$ cat config.mk
export PLATFORM = sky130hd
export DESIGN_NAME = iic_phase_gen
export DESIGN_NICKNAME = d
export VERILOG_FILES = /design/src/rtl/iic_phase_gen.sv
export SDC_FILE = /design/constraint.sdc
export NUM_CORES = 1
export LEC_CHECK = 0
export CAP_MARGIN = 20
export CORE_ASPECT_RATIO = 0.8
export CORE_MARGIN = 3
export CORE_UTILIZATION = 50
export DETAILED_ROUTE_END_ITERATION = 12
export PLACE_DENSITY = 0.72
export SYNTH_ARGS = -nofsm -noshare
export SYNTH_HDL_FRONTEND = slang
export SYNTH_SLANG_ARGS = --single-unit
$ cat constraint.sdc
create_clock -name clk_sys -period 3.35 [get_ports clk_sys]
set_input_delay 0.67 -clock clk_sys [delete_from_list [all_inputs] [get_ports clk_sys]]
set_output_delay 0.67 -clock clk_sys [all_outputs]
set_load 0.01 [all_outputs]
$ cat src/rtl/iic_phase_gen.sv
// Phase-tick generator for an IIC-style bus engine: splits each bus bit period
// into 2**PH_W equal phases of (div_q+1) clk_sys cycles, with clock-stretch freeze.
module iic_phase_gen #(
  parameter int U_DLY = 1,
  parameter int DW    = 16,
  parameter int PH_W  = 2
) (
  input  logic            clk_sys,
  input  logic            rst_n,
  input  logic            enable,
  input  logic            hold,
  input  logic [DW-1:0]   div_cfg,
  output logic            ph_tick,
  output logic [PH_W-1:0] ph_idx,
  output logic            period_end,
  output logic            busy
);

  localparam logic [DW-1:0]   CNT_ZERO = {DW{1'b0}};
  localparam logic [DW-1:0]   CNT_ONE  = DW'(1);
  localparam logic [PH_W-1:0] PH_ZERO  = {PH_W{1'b0}};
  localparam logic [PH_W-1:0] PH_ONE   = PH_W'(1);
  localparam logic [PH_W-1:0] PH_LAST  = {PH_W{1'b1}};

  logic [DW-1:0]   cnt_r, cnt_s;
  logic [DW-1:0]   div_q_r, div_q_s;
  logic [PH_W-1:0] phase_r, phase_s;
  logic [PH_W-1:0] ph_idx_r, ph_idx_s;
  logic            ph_tick_r, ph_tick_s;
  logic            period_end_r, period_end_s;
  logic            busy_r;

  // Next-state decode: idle clears, hold freezes, otherwise count or close a phase.
  always_comb begin
    cnt_s        = cnt_r;
    div_q_s      = div_q_r;
    phase_s      = phase_r;
    ph_idx_s     = ph_idx_r;
    ph_tick_s    = 1'b0;
    period_end_s = 1'b0;
    if (!enable) begin
      cnt_s    = CNT_ZERO;
      phase_s  = PH_ZERO;
      div_q_s  = div_cfg;
      ph_idx_s = PH_ZERO;
    end else if (hold) begin
      ph_tick_s    = 1'b0;
      period_end_s = 1'b0;
    end else if (cnt_r >= div_q_r) begin
      // >= rather than == so a stale or corrupted cnt always falls back to a boundary
      cnt_s        = CNT_ZERO;
      ph_tick_s    = 1'b1;
      ph_idx_s     = phase_r;
      phase_s      = phase_r + PH_ONE;
      period_end_s = (phase_r == PH_LAST);
      div_q_s      = div_cfg;
    end else begin
      cnt_s = cnt_r + CNT_ONE;
    end
  end

  // State and output registers; the divider is only re-sampled at phase edges or idle.
  always_ff @(posedge clk_sys or negedge rst_n) begin
    if (!rst_n) begin
      cnt_r        <= CNT_ZERO;
      div_q_r      <= CNT_ZERO;
      phase_r      <= PH_ZERO;
      ph_idx_r     <= PH_ZERO;
      ph_tick_r    <= 1'b0;
      period_end_r <= 1'b0;
      busy_r       <= 1'b0;
    end else begin
      cnt_r        <= cnt_s;
      div_q_r      <= div_q_s;
      phase_r      <= phase_s;
      ph_idx_r     <= ph_idx_s;
      ph_tick_r    <= ph_tick_s;
      period_end_r <= period_end_s;
      busy_r       <= enable;
    end
  end

  assign ph_tick    = ph_tick_r;
  assign ph_idx     = ph_idx_r;
  assign period_end = period_end_r;
  assign busy       = busy_r;

endmodule
==> impl_metrics.toml, run 1 <==
[timing]
drv_slew = 0
max_freq_mhz = 351
tns_ns = 0
period_minus_slack_ns = 2.85
rsz0062_at_grt = "false"
slew_headroom_pct = 44.3
max_slew.worst_pin.slew_ns = 0.835
finalHoldViolCount = 0
setup_viol = 0
finClkSkew_ns = 0.00675
period_share_pct = 85.1

[route]
ant_nets = 0
met1_length_um = 2070
wl_met3_um = 260
wl_per_cell_um = 14.2
route.detailed.drc = 0
wl_met2_um = 1810
vias = 1634
drtPass1Iterations = 4
via_per_inst = 5.54
top_layer_used = "met4"
drtIter0Drc = 99
routed_wl_um = 4180

[global_routing]
antenna_found_initial = 0
grt_pass1_wl_um = 7090
grt_max_degree = 40
grt_pass1_vias = 1456
grt_usage_pct = 17.6
grt_overflow = 0

[placed_design]
port_buffers = 24
dp_hpwl_um = 3130
place_inst = 288
gp_congestion = 0.816

[cts]
h-tree-depth = 2
post_cts_resized = 0
clkTransAtPathRegs_ns = 0.07
holdBufCountCts = 0
cts.path.max_buffers = 2
cts_root_buffer = "clkbuf_8"
clock-sinks = 39
clk_latency_ns = 0.29
tritoncts = "done"
cts_inserted_buffers = 5
cts_setup_buffers = 0

[layout]
fillers = 378
drive_above_1_share_pct = 13.0
synthToLayoutAreaGrowth_pct = 15.7
final_cell_count_no_fill = 295
final_nets = 276
multiInputGateArea_sq_um = 1140
regArea_sq_um = 976
antennaDiodeCount = 0

[floorplanning]
ios = 25
start_util_pct = 52.6
fp.dieArea_sq_um = 5320
die_w_um = 80.8
die_h_um = 65.8
row_count = 21
core_sq_um = 4260

[synthesis]
synth_edf_count = 0
netlist_area_sq_um = 2240
synth.top_cell.area_share_pct = 43.6
yosysSeqAreaShare_pct = 43.6
syn_nets = 251
synth_flop_cell = "dfrtp_1"
syn_avg_cell_area_sq_um = 10.5
synthTopCellsByArea = "dfrtp_1 (44%), ha_1 (10%), mux2_4 (6.7%)"
synth_cells = 213
async_flop_share_pct = 100
ys_warn_count = 0
yosysTopAreaCell = "dfrtp_1"
synth_cell_types = 34
ys_seq_elements = 39

[setup_path]
end_kind = "flip-flop"
slowest_stage = "or3_1"
cp-start-kind = "flip-flop"
worstPathRequired_ns = 3.55
critical_path_class = "reg2reg"
cp.arrival_ns = 3.05
reg2reg_depth = 8
max_stage_delay_ns = 0.50
path_cells = "inv_1 > ha_1 > nand2b_4 > a2111o_1 > a32oi_2 > nand3_2 > or3_1 > o211ai_1"
cp_max_fo = 28

[pwr]
leakagePower_nw = 1.35
power_density_nw_per_um2 = 367
design_power_total_mw = 0.951
ir_worst_vdd_mv = 0.216

[run_status]
outcome = "complete, no violations"

[hold_path]
min_path_type = "in2async"

[flow_run]
cap_violations = 0
[path summary, 6_finish.rpt]
kind | end | from | slack, ns
setup / recovery | cnt_r[14]$_DFFE_PN0P_ | cnt_r[0]$_DFFE_PN0P_ | 0.50
hold / removal | cnt_r[5]$_DFFE_PN0P_ | rst_n | 0.48
setup reg to reg | cnt_r[14]$_DFFE_PN0P_ | cnt_r[0]$_DFFE_PN0P_ | 0.50
hold reg to reg | div_q_r[6]$_DFFE_PN0P_ | div_q_r[6]$_DFFE_PN0P_ | 0.51
max in group asynchronous | div_q_r[1]$_DFFE_PN0P_ | rst_n | 2.34
min in group clk_sys | div_q_r[6]$_DFFE_PN0P_ | div_q_r[6]$_DFFE_PN0P_ | 0.51
[report_power, final]
group	switching (mW)	internal, mW	leakage (nW)
registers	0.0135	0.493	0.505
clock network	0.153	0.161	0.0470
logic	0.0596	0.0701	0.793
total	0.226	0.724	1.35
[layout by cell type (no fill, tap or decap), types with 6 or more instances in the layout]
cell type	Yosys	layout
dfrtp_1	39	39
clkdlybuf4s50_1	0	23
inv_1	20	20
ha_1	18	18
o21ai_0	16	16
nand2_1	14	14
nand3_1	14	14
a21o_1	11	11
mux2_4	10	10
nor2_1	7	7
and3_1	7	7
nor3_1	6	6
mux2_2	6	6
clkbuf_8	0	6
[critical path: cells and delay by family (launching register included)]
kind / cells / cell delay [ns]
buffers and inverters: 1 / 0.07
AND/OR/NAND/NOR: 3 / 1.11
flip-flops: 1 / 0.41
AO/OA/AOI/OAI: 3 / 0.88
adder cells (fa/ha/maj): 1 / 0.29
[flip-flops by register name, indices dropped and copies added, names as in the netlist]
register and cells:
period_end 1, ph_tick 1, cnt_r 16, phase_r 2
ph_idx 2, div_q_r 16, busy 1
[layer usage]
| layer | vias to the layer above | global-route usage [%] |
|---|---|---|
| met5 | - | 0 |
| met4 | 0 | 5.70 |
| met3 | 5 | 4.36 |
| met2 | 39 | 25.0 |
| met1 | 780 | 26.2 |
| li1 | 810 | - |
[through the flow]
step	instance area, sq um	util, %	setup slack [ns]	hold WS [ns]
finish	2590	60.8	0.500	0.481
global route	2590	60.8	0.356	0.537
CTS	2590	60.8	0.496	0.513
detailed placement	2500	58.8	0.520	0.499
global placement	2500	58.8	0.652	0.491
floorplan	2240	-	0.836	0.374
[final cells by class]
class                      instances  share of cell area, %
tap                               57                   2.75
clock buffer                       6                   3.19
sequential                        39                   37.7
timing repair buffer              25                   9.37
inverter                          20                   2.90
clock inverter                     1                  0.193
multi-input combinational        147                   43.9
[logic make-up (layout without fill, tap and decap cells)]
logic type               after synthesis  in the layout  share of synthesized area, %
AO/OA/AOI/OAI                         41             41                          12.5
XOR/XNOR                               1              1                         0.391
adder cells (fa/ha/maj)               18             18                          10.1
buffers and inverters                 27             52                          5.59
flip-flops                            39             39                          43.6
multiplexers                          16             16                          9.73
AND/OR/NAND/NOR                       71             71                          18.2
[Yosys cell counts (4+ instances only)]
master and count:
a21o_1 11, a21oi_1 5, and3_1 7, clkbuf_1 5, dfrtp_1 39, ha_1 18
inv_1 20, mux2_2 6, mux2_4 10, nand2_1 14, nand3_1 14, nand4_1 5
nor2_1 7, nor3_1 6, nor3b_1 5, nor4_1 4, o21ai_0 16
Note: power is estimated with default switching activity, not from simulation.
==> run 2, diff against run 1 <==
--- a/config.mk
+++ b/config.mk
@@ -14,3 +14,4 @@
 export SYNTH_ARGS = -nofsm -noshare
 export SYNTH_HDL_FRONTEND = slang
 export SYNTH_SLANG_ARGS = --single-unit
+export TNS_END_PERCENT = 100
==> results of run 2 <==
Same layout as run 1: the final DEF is identical, and so are final timing and power.
